<file path="src/rtl/alu_bool_pipe_if.sv">
// Request/result handshake bundle for alu_bool_pipe: valid/ready request side,
// valid/ready result side, plus the retired-error counter.
interface alu_bool_pipe_if #(
  parameter int TAG_W = 4
);
  logic             in_valid;
  logic             in_ready;
  logic [31:0]      in_a;
  logic [31:0]      in_b;
  logic [2:0]       in_opcode;
  logic [TAG_W-1:0] in_tag;
  logic             out_valid;
  logic             out_ready;
  logic [31:0]      out_result;
  logic [TAG_W-1:0] out_tag;
  logic             out_err;
  logic [7:0]       err_cnt;

  modport slave (
    input  in_valid, in_a, in_b, in_opcode, in_tag, out_ready,
    output in_ready, out_valid, out_result, out_tag, out_err, err_cnt
  );

  modport master (
    output in_valid, in_a, in_b, in_opcode, in_tag, out_ready,
    input  in_ready, out_valid, out_result, out_tag, out_err, err_cnt
  );
endinterface

</file>
<file path="src/rtl/alu_bool_pipe.sv">
// Issue/retire stage around alu_bool: request FIFO -> ALU -> result register, 1-cycle latency.
// in_ready drops only on a full FIFO; a stalled result freezes out_* and the FIFO head.
module alu_bool (
  input  logic        en_i,
  input  logic [31:0] a_i,
  input  logic [31:0] b_i,
  input  logic [2:0]  opcode_i,
  output logic [31:0] result_o
);
  always_comb begin
    result_o = '0;
    if (en_i && (opcode_i == 3'b000)) begin
      result_o = a_i ^ b_i;
    end
  end
endmodule

module alu_bool_pipe #(
  parameter int DEPTH = 2,
  parameter int TAG_W = 4
) (
  input logic            clk,
  input logic            rst_n,
  alu_bool_pipe_if.slave bus
);
  localparam int PW = $clog2(DEPTH);
  localparam int CW = $clog2(DEPTH) + 1;

  typedef struct packed {
    logic [31:0]      a;
    logic [31:0]      b;
    logic [2:0]       opcode;
    logic [TAG_W-1:0] tag;
  } entry_t;

  entry_t           mem_q [DEPTH];
  logic [PW-1:0]    wr_ptr_q, wr_ptr_d;
  logic [PW-1:0]    rd_ptr_q, rd_ptr_d;
  logic [CW-1:0]    count_q, count_d;
  logic             out_valid_q, out_valid_d;
  logic [31:0]      out_result_q, out_result_d;
  logic [TAG_W-1:0] out_tag_q, out_tag_d;
  logic             out_err_q, out_err_d;
  logic [7:0]       err_cnt_q, err_cnt_d;

  logic             in_ready;
  logic             push;
  logic             pop;
  logic             retire;
  entry_t           head;
  entry_t           wr_entry;
  logic [31:0]      alu_result;

  // in_ready looks only at registered occupancy, never at out_ready
  assign in_ready = rst_n && (count_q != CW'(DEPTH));
  assign push     = bus.in_valid && in_ready;
  assign retire   = out_valid_q && bus.out_ready;
  assign pop      = (count_q != '0) && (!out_valid_q || bus.out_ready);
  assign head     = mem_q[rd_ptr_q];
  assign wr_entry = '{a: bus.in_a, b: bus.in_b, opcode: bus.in_opcode, tag: bus.in_tag};

  alu_bool u_alu (
    .en_i     (1'b1),
    .a_i      (head.a),
    .b_i      (head.b),
    .opcode_i (head.opcode),
    .result_o (alu_result)
  );

  always_comb begin
    wr_ptr_d     = wr_ptr_q;
    rd_ptr_d     = rd_ptr_q;
    count_d      = count_q;
    out_valid_d  = out_valid_q;
    out_result_d = out_result_q;
    out_tag_d    = out_tag_q;
    out_err_d    = out_err_q;
    err_cnt_d    = err_cnt_q;

    if (push) begin
      wr_ptr_d = wr_ptr_q + PW'(1);
    end
    if (pop) begin
      rd_ptr_d = rd_ptr_q + PW'(1);
    end
    if (push && !pop) begin
      count_d = count_q + CW'(1);
    end else if (pop && !push) begin
      count_d = count_q - CW'(1);
    end

    if (pop) begin
      out_valid_d  = 1'b1;
      out_result_d = alu_result;
      out_tag_d    = head.tag;
      out_err_d    = (head.opcode != 3'b000);
    end else if (retire) begin
      out_valid_d  = 1'b0;
    end

    if (retire && out_err_q && (err_cnt_q != 8'hFF)) begin
      err_cnt_d = err_cnt_q + 8'd1;
    end
  end

  // Entry storage needs no reset: pointers and count define what is live
  always_ff @(posedge clk) begin
    if (push) begin
      mem_q[wr_ptr_q] <= wr_entry;
    end
  end

  always_ff @(posedge clk) begin
    if (!rst_n) begin
      wr_ptr_q     <= '0;
      rd_ptr_q     <= '0;
      count_q      <= '0;
      out_valid_q  <= 1'b0;
      out_result_q <= '0;
      out_tag_q    <= '0;
      out_err_q    <= 1'b0;
      err_cnt_q    <= '0;
    end else begin
      wr_ptr_q     <= wr_ptr_d;
      rd_ptr_q     <= rd_ptr_d;
      count_q      <= count_d;
      out_valid_q  <= out_valid_d;
      out_result_q <= out_result_d;
      out_tag_q    <= out_tag_d;
      out_err_q    <= out_err_d;
      err_cnt_q    <= err_cnt_d;
    end
  end

  assign bus.in_ready   = in_ready;
  assign bus.out_valid  = out_valid_q;
  assign bus.out_result = out_result_q;
  assign bus.out_tag    = out_tag_q;
  assign bus.out_err    = out_err_q;
  assign bus.err_cnt    = err_cnt_q;
endmodule

</file>
<file path="src/flat_wrapper.sv">
// flat-port wrapper written by rule: the top's interface ports become plain ports
module alu_bool_pipe_flat 
#(
  parameter int DEPTH = 2,
  parameter int TAG_W = 4
)
  (clk, rst_n, bus_in_valid, bus_in_a, bus_in_b, bus_in_opcode, bus_in_tag, bus_out_ready, bus_in_ready, bus_out_valid, bus_out_result, bus_out_tag, bus_out_err, bus_err_cnt);
  alu_bool_pipe_if #(.TAG_W(TAG_W)) bus_i ();
  input logic clk;
  input logic rst_n;
  input wire logic [$bits(bus_i.in_valid)-1:0] bus_in_valid;
  input wire logic [$bits(bus_i.in_a)-1:0] bus_in_a;
  input wire logic [$bits(bus_i.in_b)-1:0] bus_in_b;
  input wire logic [$bits(bus_i.in_opcode)-1:0] bus_in_opcode;
  input wire logic [$bits(bus_i.in_tag)-1:0] bus_in_tag;
  input wire logic [$bits(bus_i.out_ready)-1:0] bus_out_ready;
  output wire logic [$bits(bus_i.in_ready)-1:0] bus_in_ready;
  output wire logic [$bits(bus_i.out_valid)-1:0] bus_out_valid;
  output wire logic [$bits(bus_i.out_result)-1:0] bus_out_result;
  output wire logic [$bits(bus_i.out_tag)-1:0] bus_out_tag;
  output wire logic [$bits(bus_i.out_err)-1:0] bus_out_err;
  output wire logic [$bits(bus_i.err_cnt)-1:0] bus_err_cnt;
  assign bus_i.in_valid = bus_in_valid;
  assign bus_i.in_a = bus_in_a;
  assign bus_i.in_b = bus_in_b;
  assign bus_i.in_opcode = bus_in_opcode;
  assign bus_i.in_tag = bus_in_tag;
  assign bus_i.out_ready = bus_out_ready;
  assign bus_in_ready = bus_i.in_ready;
  assign bus_out_valid = bus_i.out_valid;
  assign bus_out_result = bus_i.out_result;
  assign bus_out_tag = bus_i.out_tag;
  assign bus_out_err = bus_i.out_err;
  assign bus_err_cnt = bus_i.err_cnt;
  alu_bool_pipe #(.DEPTH(DEPTH), .TAG_W(TAG_W)) u_core (.clk(clk), .rst_n(rst_n), .bus(bus_i));
endmodule
</file>
<file path="config.mk">
export PLATFORM = sky130hd
export DESIGN_NAME = alu_bool_pipe_flat
export DESIGN_NICKNAME = d
export VERILOG_FILES = /design/src/rtl/alu_bool_pipe_if.sv /design/src/rtl/alu_bool_pipe.sv /design/src/flat_wrapper.sv
export SDC_FILE = /design/constraint.sdc
export NUM_CORES = 1
export LEC_CHECK = 0
export ABC_AREA = 1
export CAP_MARGIN = 25
export CORE_MARGIN = 10
export CORE_UTILIZATION = 54
export DETAILED_ROUTE_END_ITERATION = 8
export HOLD_SLACK_MARGIN = 0.08
export PLACE_DENSITY = 0.88
export SLEW_MARGIN = 5
export SYNTH_ARGS = -nofsm -noshare
export SYNTH_HDL_FRONTEND = slang
export SYNTH_SLANG_ARGS = --single-unit
</file>
<file path="constraint.sdc">
create_clock -name clk -period 6.03 [get_ports clk]
set_input_delay 1.206 -clock clk [delete_from_list [all_inputs] [get_ports clk]]
set_output_delay 1.206 -clock clk [all_outputs]
set_load 0.02 [all_outputs]
</file>
# Word-level counts from Yosys, hierarchy flattened
# Memory sizes are Yosys's and may differ from the RTL's. A register that Yosys moved wholly into a read port is not among the register bits.
# Index checks and enable logic that the tools add are counted.
# totals
reg_bits	50
ram_bits	142
in_bits	75
out_inout_bits	47
wordCells	43
memories	1
# memory_table
name	words	width	rd	rd_ports_with_merged_regs	wr	line	source
u_core.mem_q	2	71	1	1	1	alu_bool_pipe.sv:36	entry_t mem_q [DEPTH];
# classes
add_sub_neg	5
eq_ne	2
muxes	9
bitwise_logic	1
reduce_logical	17
# op_table
op	n
two-way mux 32 bit	1
bitwise XOR 32 bit	1
adder 8 x 1 -> 8 bit, second input constant	1
logical AND 1 bit	8
!= test 8 bit, second input constant	1
two-way mux 1 bit	6
nonzero test 2 bit	3
two-way mux 2 bit	2
logical NOT 1 bit	3
logical NOT 3 bit	1
nonzero test 3 bit	1
adder 1 bit, second input constant	2
adder 2 x 1 -> 2 bit, second input constant	1
!= test 2 bit, second input constant	1
subtractor 2 x 1 -> 2 bit, second input constant	1
logical OR 1 bit	1

# Depth between registers and ports, before layout
# Gate-level depths: netlist of run 1.
# depth
word_depth	7
mapped_depth	11
mapped_depth_nobuf	10

# Modules after synthesis
# A second synthesis of run 1 with hierarchy kept.
# hier_totals
hier_cells	712
area_unflattened_um2	8172.8
# modules_own_cells
module	n_inst	cells_each	area_each_um2	seq_area_each_um2
alu_bool_pipe	1	513	7308.3	5285.1
alu_bool	1	199	864.6	0.0

# Worst setup path after synthesis of run 1
# Ideal clock, no wire load.
# synth_timing
path_kind	input to register
startpoint	input rst_n
endpoint	memory u_core.mem_q[0][0] (netlist name) (enable)
setup_time_ps	501
arrival_time_ps	4851
required_time_ps	5529
path_slack_ps	678
path_stages	4
path_buffers	0
path_cell_list	inv_2 -> a21oi_1 -> nand2_1 -> nor2_1
# synth_via
elab_chain_cells	4
# synth_rtl
element	line	source
start, declared	flat_wrapper.sv:10	input logic rst_n;
logical AND 1 bit	alu_bool_pipe.sv:55	assign in_ready = rst_n && (count_q != CW'(DEPTH));
via bus_in_ready	flat_wrapper.sv:17	output wire logic [$bits(bus_i.in_ready)-1:0] bus_in_ready;
logical AND 1 bit	alu_bool_pipe.sv:56	assign push = bus.in_valid && in_ready;
two-way mux 1 bit	alu_bool_pipe.sv:108	if (push) begin
two-way mux 1 bit (not written as such)	alu_bool_pipe.sv:109	mem_q[wr_ptr_q] <= wr_entry;
end, declared	alu_bool_pipe.sv:36	
# The timed path passes the listed nets, and every way through them passes these cells.

# Worst setup path in the final report of run 1
# layout_timing
startpoint	input rst_n
endpoint	output bus_in_ready
# layout_via
elab_chain_cells	1
# layout_rtl
element	line
logical AND 1 bit	alu_bool_pipe.sv:55
end, declared	flat_wrapper.sv:17
# No other way between the ends.

==> run_results.csv, run 1 <==
group,metric,value,unit
status,status,"completed",
sta,grt_setup_unrepaired,"false",
clock_network,cts_resized,0,
finish,final_cell_mix,"193 x nand2_1, 173 x inv_1, 142 x edfxtp_1, 141 x nor2_1, 121 x clkdlybuf4s50_1",
power,ir_drop,0.197,mV
worst_setup_path,critPathLaunchType,"input pin",
routing,drt_pre_antenna_iters,5,
sta,finalSetupTns,0,ps
grt,grt_max_degree,49,
floorplan,core.rowCount,44,
placed_design,numPortBuffers,121,
clock_network,cts_sinks,193,
yosys,syn_nets,912,
finish,design_area,9860,um^2
power,power.density,331,nW/um^2
worst_setup_path,critical_path.max_stage_delay,850,ps
finish,final_common_cell,"nand2_1",
worst_setup_path,worst_ep_required_time,4820,ps
placed_design,place_hpwl,11500,um
clock_network,clk_pin_slew,60,ps
routing,dr.first_iter.drc_count,383,
grt,grt_pass1_vias,5814,
yosys,synth_top_area_share,53.6,%
worst_setup_path,worstSetupPathType,"input pin to primary output",
clock_network,cts_tree,"built",
sta,worst_pin_slew,949,ps
floorplan,design.core.area,14500,um^2
floorplan,die-width,141,um
yosys,yosys.area.top_type,"edfxtp_1",
sta,setup_viol,0,
sta,period_share,69.8,%
placed_design,place_congestion,0.785,
yosys,syn_inst,835,
floorplan,io_pins,122,
worst_setup_path,crit_path_max_fanout,15,
worst_setup_path,cp_top_family,"buffers and inverters",
worst_setup_path,cp_slowest_cell,"clkdlybuf4s50_1",
clock_network,cts_buffers,17,
worst_setup_path,critical_path_arrival,3000,ps
yosys,yosys_warnings,0,
finish,diodes,0,
floorplan,die-area,20000,um^2
clock_network,hold_buffers,0,
worst_setup_path,critPathBufInv,3,
power,power_leakage,4.18,nW
flow_run,max-cap-violations,0,
yosys,syn_area_per_cell,9.52,um^2
finish,fin_cells,1158,
routing,route.final.wire_length,17200,um
grt,antenna_found_initial,0,
clock_network,post_cts_buffers,0,
grt,grt_overflow_total,0,
worst_setup_path,end_kind,"primary output",
grt,grt_use_total,17.3,%
yosys,ys_seq_area_share,66.5,%
sta,hold_viol,0,
grt,grt_pass1_wl,27300,um
worst_setup_path,reg2reg_setup_slack,3630,ps
clock_network,clk_latency,430,ps
floorplan,start_util,54.9,%
routing,drc_errors,0,
clock_network,cts_root_buf,"clkbuf_16",
yosys,synth.distinct_cells,24,
sta,fmax,0.238,GHz
floorplan,die_h,141,um
sta,finalCriticalPeriod,4210,ps
worst_setup_path,path_cells,"clkdlybuf4s50_1, inv_2, a21oi_1, clkdlybuf4s50_1",
worst_hold_path,hold_path_class,"flop to flop",
finish,drive_gt1_share,4.83,%
yosys,ys_ff_latch,193,
sta,skew,5.31,ps
routing,viasPerCell,4.95,
routing,wl_per_cell,14.8,um
routing,ant_nets,0,
yosys,netlist_area,7950,um^2
sta,timing.max_slew.rel_slack,36.6,%
worst_setup_path,cpMostUsedCell,"clkdlybuf4s50_1",
placed_design,placed_cells,1126,
clock_network,htreeDepth,4,
routing,via_count,5732,
sta,finalMaxSlewViolations,0,
finish,syn_to_final_growth,24.0,%
clock_network,clk_path_buf_depth,2,
finish,fin_nets,1038,
finish,fillCellCount,1058,
placed_design,dpl_cell_area,9350,um^2
yosys,synthTopCellsByArea,"edfxtp_1 54%, dfxtp_1 13%, nand2_1 9.1%, inv_1 8.2%, nor2_1 6.8%",
path summary, 6_finish.rpt:
kind,to,cells past startpoint,startpoint
setup / recovery,bus_in_ready,4,rst_n
hold / removal,flop,1,u_core.rd_ptr_q
setup reg to reg,u_core.count_q[1],9,u_core.count_q[0]
hold reg to reg,flop,1,u_core.rd_ptr_q
metal layers:
layer	track usage, %	routed length [um]
met5	0	0
met4	7.28	390
met3	4.47	1090
met2	31.8	9090
met1	18.1	6580
stage by stage:
step                      util, %  hold slack [ps]  power (W)  worst slack, ps
after floorplan                 -              425    0.00207              678
after global placement       64.6              439    0.00229             1840
after detailed placement     64.6              431    0.00231             1840
after CTS                    68.1              455    0.00328             1810
after global routing         68.1              474    0.00342             1670
final                        68.1              454    0.00326             1820
sequential cells by signal (all words and copies together), names as in the netlist, named ones only:
register and cells:
u_core.bus.err_cnt 8, u_core.bus.out_valid 1, u_core.wr_ptr_q 1, u_core.count_q 2, u_core.bus.out_result 32, u_core.mem_q 142
u_core.bus.out_tag 4, u_core.rd_ptr_q 1, u_core.bus.out_err 1
worst register-to-register path, cell delays in order, from the launching register on:
cell     delay (ps)
dfxtp_1         370
nor2_1          110
a21oi_4         610
buf_4           410
inv_1            80
ha_1            310
nor2_1          110
nand2_1          70
o21ai_0         160
a21oi_1          50
report_power, final:
part	internal (W)	leakage (nW)	switching, W
logic	0.000245	2.22	0.000435
registers	0.00154	1.71	0.0000562
clock network	0.000524	0.240	0.000458
total	0.00231	4.18	0.000950
kinds of logic (layout without fill, tap and decap cells):
logic type	count (synthesis)	after routing	share of synthesized area, %
simple gates	423	423	21.6
compound gates	22	22	1.68
flops	193	193	66.5
xor+xnor	1	1	0.110
fa+ha+maj	2	2	0.315
buf+inv	194	333	9.87
area by class of cell:
cell class / instances / area (um^2) / share of cell area (%)
clock inverters: 10 / 63.8 / 0.647
flip-flops and latches: 193 / 5290 / 53.6
inverters: 175 / 657 / 6.66
repair buffers: 126 / 1270 / 12.9
multi-input cells: 448 / 1900 / 19.3
well taps: 184 / 230 / 2.34
clock buffers: 22 / 444 / 4.51
Yosys cell counts, drive strengths merged:
cell / instances
o21ai: 4
nand4: 2
dfxtp: 51
ha: 2
nor3: 3
a21oi: 14
o211a: 4
xor2: 1
nand3: 74
nor2: 149
nand2: 195
inv: 175
clkbuf: 3
edfxtp: 142
buf: 16
Note: power is estimated with default switching activity, not from simulation.
==> run 2: changes to the inputs <==
Clock period 6.03 ns to 4.3 ns, I/O delays scaled along.
==> run_results.csv, run 2 (synthesis gave the netlist of run 1 again) <==
group,metric,value,unit
floorplan,io_pins,122,
flow_run,max-cap-violations,0,
sta,worst_pin_slew,836,ps
sta,finalMaxSlewViolations,0,
grt,grt_pass1_wl,28400,um
clock_network,htreeDepth,4,
grt,antenna_found_initial,0,
floorplan,die-width,141,um
power,power.density,491,nW/um^2
worst_setup_path,end_kind,"primary output",
finish,syn_to_final_growth,25.9,%
clock_network,post_cts_buffers,0,
clock_network,cts_tree,"built",
worst_setup_path,critical_path_arrival,2380,ps
sta,timing.max_slew.rel_slack,44.2,%
power,intPower,0.00355,W
grt,grt_max_degree,38,
routing,route.final.wire_length,17700,um
sta,skew,7.38,ps
sta,fmax,0.309,GHz
grt,grt_pass1_vias,5949,
worst_hold_path,hold_path_class,"flop to flop",
routing,via_count,5763,
power,switchingPower,0.00137,W
finish,largest_register_ffs,142,
grt,grt_use_total,18.0,%
routing,ant_nets,0,
clock_network,clk_pin_slew,70,ps
sta,finalSetupTns,0,ps
clock_network,clk_latency,430,ps
finish,regMostFlops,"u_core.mem_q",
placed_design,numPortBuffers,121,
power,ir_drop,0.346,mV
clock_network,hold_buffers,0,
power,power_frac_comb,19.7,%
clock_network,cts_buffers,17,
clock_network,cts_resized,0,
sta,finalCriticalPeriod,3240,ps
finish,final_cell_mix,"193 x nand2_1, 173 x inv_1, 142 x edfxtp_1, 141 x nor2_1, 121 x clkdlybuf4s50_1",
clock_network,cts_sinks,193,
finish,drive_gt1_share,5.42,%
power,pwr-share-seq,45.7,%
routing,viasPerCell,4.96,
sta,period_share,75.3,%
grt,grt_overflow_total,0,
finish,final_util,69.2,%
placed_design,place_congestion,0.753,
sta,setup_viol,0,
floorplan,die_h,141,um
routing,wl_per_cell,15.2,um
floorplan,core.rowCount,44,
status,status,"completed",
floorplan,die-area,20000,um^2
worst_setup_path,crit_path_max_fanout,2,
sta,grt_setup_unrepaired,"false",
placed_design,place_hpwl,11700,um
floorplan,design.core.area,14500,um^2
power,clkPwrFrac,34.6,%
worst_setup_path,worstSetupPathType,"input pin to primary output",
power,sw_frac_of_total,27.8,%
power,power_leakage,4.27,nW
worst_setup_path,reg2reg_setup_slack,1950,ps
finish,fin_nets,1041,
routing,drc_errors,0,
finish,diodes,0,
finish,final_common_cell,"nand2_1",
clock_network,cts_root_buf,"clkbuf_16",
floorplan,start_util,54.9,%
worst_setup_path,critPathLaunchType,"input pin",
sta,hold_viol,0,
worst_setup_path,worst_ep_required_time,3440,ps
routing,drt_pre_antenna_iters,5,
clock_network,clk_path_buf_depth,2,
routing,dr.first_iter.drc_count,413,
[run 2: worst paths after layout]
kind | startpoint | to | cells past startpoint
max | rst_n | bus_in_ready | 4
min | u_core.rd_ptr_q | flop | 1
max reg2reg | u_core.count_q[0] | u_core.bus.out_result[31] | 6
min reg2reg | u_core.rd_ptr_q | flop | 1
[run 2: stage by stage]
step / setup WS (ps) / std cells / total power [W] / instance area, um^2 / hold slack, ps
2_1_floorplan: -706 / 835 / 0.00291 / 7950 / 425
3_3_place_gp: 1040 / 1129 / 0.00321 / 9370 / 424
3_5_place_dp: 971 / 1129 / 0.00325 / 9370 / 450
4_1_cts: 1090 / 1161 / 0.00495 / 10000 / 476
5_1_grt: 976 / 1161 / 0.00515 / 10000 / 517
6_report: 1060 / 1161 / 0.00492 / 10000 / 483
[run 2: power groups by stage]
stage | logic (W) | clock network, W | registers (W)
after global placement | 0.000932 | 0 | 0.00228
after global routing | 0.00107 | 0.00181 | 0.00226
after floorplan | 0.000574 | 0 | 0.00233
after detailed placement | 0.000966 | 0 | 0.00229
final | 0.000967 | 0.00170 | 0.00225
after CTS | 0.000982 | 0.00172 | 0.00225
[run 2: area by class of cell]
class | count | area (um^2)
flip-flops and latches | 193 | 5290
fillers | 1068 | 4460
multi-input cells | 448 | 1900
repair buffers | 129 | 1300
inverters | 175 | 657
clock buffers | 19 | 433
well taps | 184 | 230
clock inverters | 13 | 208
[run 2: worst max-delay path, cell delays in order]
cell             delay, ps
clkdlybuf4s50_1        520
inv_2                   60
a21oi_1                250
clkdlybuf4s50_1        690
[run 2: layer usage]
layer	up-vias	GRT usage [%]	wire length (um)
met4	0	8.37	294
met3	26	4.71	1050
met2	190	33.1	9730
li1	2854	-	-
met5	-	0	0
met1	2693	18.5	6590
==> run 3: changes to the inputs <==
Settings changed: CORE_UTILIZATION 54 to 49, PLACE_DENSITY 0.88 to 0.84.
Clock period 4.3 ns to 2.9 ns, I/O delays scaled along.
==> run_results.csv, run 3 (synthesis gave the netlist of run 1 again) <==
group,metric,value,unit
status,status,"completed",
routing,route.final.wire_length,17000,um
sta,setup_viol,0,
routing,via_count,5633,
sta,worst_pin_slew,529,ps
floorplan,core.rowCount,46,
placed_design,numPortBuffers,121,
worst_setup_path,crit_path_max_fanout,2,
floorplan,die-width,147,um
finish,final_cell_mix,"193 x nand2_1, 173 x inv_1, 142 x edfxtp_1, 141 x nor2_1, 121 x clkdlybuf4s50_1",
worst_setup_path,worst_ep_required_time,2320,ps
clock_network,cts_root_buf,"clkbuf_16",
grt,grt_use_total,16.0,%
routing,wl_per_cell,14.2,um
clock_network,htreeDepth,4,
clock_network,hold_buffers,0,
worst_setup_path,critical_path_arrival,1970,ps
clock_network,post_cts_buffers,0,
grt,grt_pass1_wl,27400,um
worst_setup_path,end_kind,"primary output",
placed_design,place_hpwl,11600,um
finish,design_area,10000,um^2
clock_network,cts_buffers,17,
finish,largest_register_ffs,142,
sta,finalCriticalPeriod,2550,ps
sta,finalMaxSlewViolations,0,
power,power.density,706,nW/um^2
clock_network,clk_latency,430,ps
placed_design,dpl_cell_area,9450,um^2
worst_setup_path,critPathLaunchType,"input pin",
routing,drt_pre_antenna_iters,5,
grt,grt_max_degree,46,
routing,viasPerCell,4.71,
sta,grt_setup_unrepaired,"false",
routing,dr.first_iter.drc_count,238,
floorplan,die_h,147,um
finish,drive_gt1_share,5.42,%
grt,grt_pass1_vias,5674,
clock_network,clk_pin_slew,60,ps
grt,grt_overflow_total,0,
sta,hold_viol,0,
power,power.total,0.00709,W
placed_design,place_congestion,0.770,
routing,ant_nets,0,
floorplan,io_pins,122,
sta,fmax,0.392,GHz
clock_network,cts_sinks,193,
routing,drc_errors,0,
clock_network,clk_path_buf_depth,2,
finish,regMostFlops,"u_core.mem_q",
finish,fin_nets,1043,
sta,skew,8.36,ps
clock_network,cts_resized,0,
floorplan,design.core.area,15900,um^2
clock_network,cts_tree,"built",
placed_design,pre_cts_ws,359,ps
worst_setup_path,worstSetupPathType,"input pin to primary output",
sta,period_share,88.0,%
grt,antenna_found_initial,1,
flow_run,max-cap-violations,0,
sta,setup_ws,349,ps
floorplan,start_util,50.1,%
floorplan,die-area,21700,um^2
power,power_leakage,4.25,nW
sta,timing.max_slew.rel_slack,64.8,%
finish,final_util,63.3,%
power,ir_drop,0.428,mV
finish,syn_to_final_growth,26.4,%
finish,final_common_cell,"nand2_1",
worst_hold_path,hold_path_class,"flop to flop",
sta,finalSetupTns,0,ps
## run 3: cell count changes in the layout (fill, tap and decap cells not counted), moves of 2 or more
cell       before  now
clkinv_2        3    1
buf_12          2    4
clkinv_4        1    3
bufinv_16       5    3
inv_6           3    1
## run 3: routing by layer
metal  vias to the layer above  routed length, um  part of all wire [%]  track usage, %
met4                         0                238                   1.4            5.65
met3                        18                881                   5.2            4.27
met2                       123               9170                    54            29.6
li1                       2851                  -                     -               -
met1                      2641               6720                    39            17.0
met5                         -                  0                     0               0
## run 3: critical path: stages
cell             delay [ps]
clkdlybuf4s50_1         520
inv_2                    50
a21oi_1                 170
clkdlybuf4s50_1         640
## run 3: power by group
group	leakage [nW]	total, W	switching, W	internal [W]
logic	2.26	0.00139	0.000864	0.000528
clock network	0.283	0.00234	0.000979	0.00136
registers	1.71	0.00336	0.000152	0.00321
total	4.25	0.00709	0.00199	0.00510
## run 3: stage by stage
step / hold slack, ps / cells
CTS: 461 / 1194
detailed placement: 452 / 1163
global route: 475 / 1194
floorplan: 425 / 835
finish: 468 / 1195
global placement: 425 / 1163
## run 3: final timing paths
check                                startpoint                        end  slack (ps)  depth (start not counted)
worst max-delay path                      rst_n               bus_in_ready         350                          4
worst max register to register             flop  u_core.bus.out_result[11]        1180                          9
worst min-delay path            u_core.rd_ptr_q                       flop         470                          1
worst min register to register  u_core.rd_ptr_q                       flop         470                          1
## run 3: area by class of cell
class,instances,area [um^2]
Clock inverter,12,160
Clock buffer,19,433
Fill cell,1235,5840
Sequential cell,193,5290
Timing Repair Buffer,131,1340
Tap cell,216,270
Antenna cell,1,2.50
Inverter,175,657
Multi-Input combinational cell,448,1900
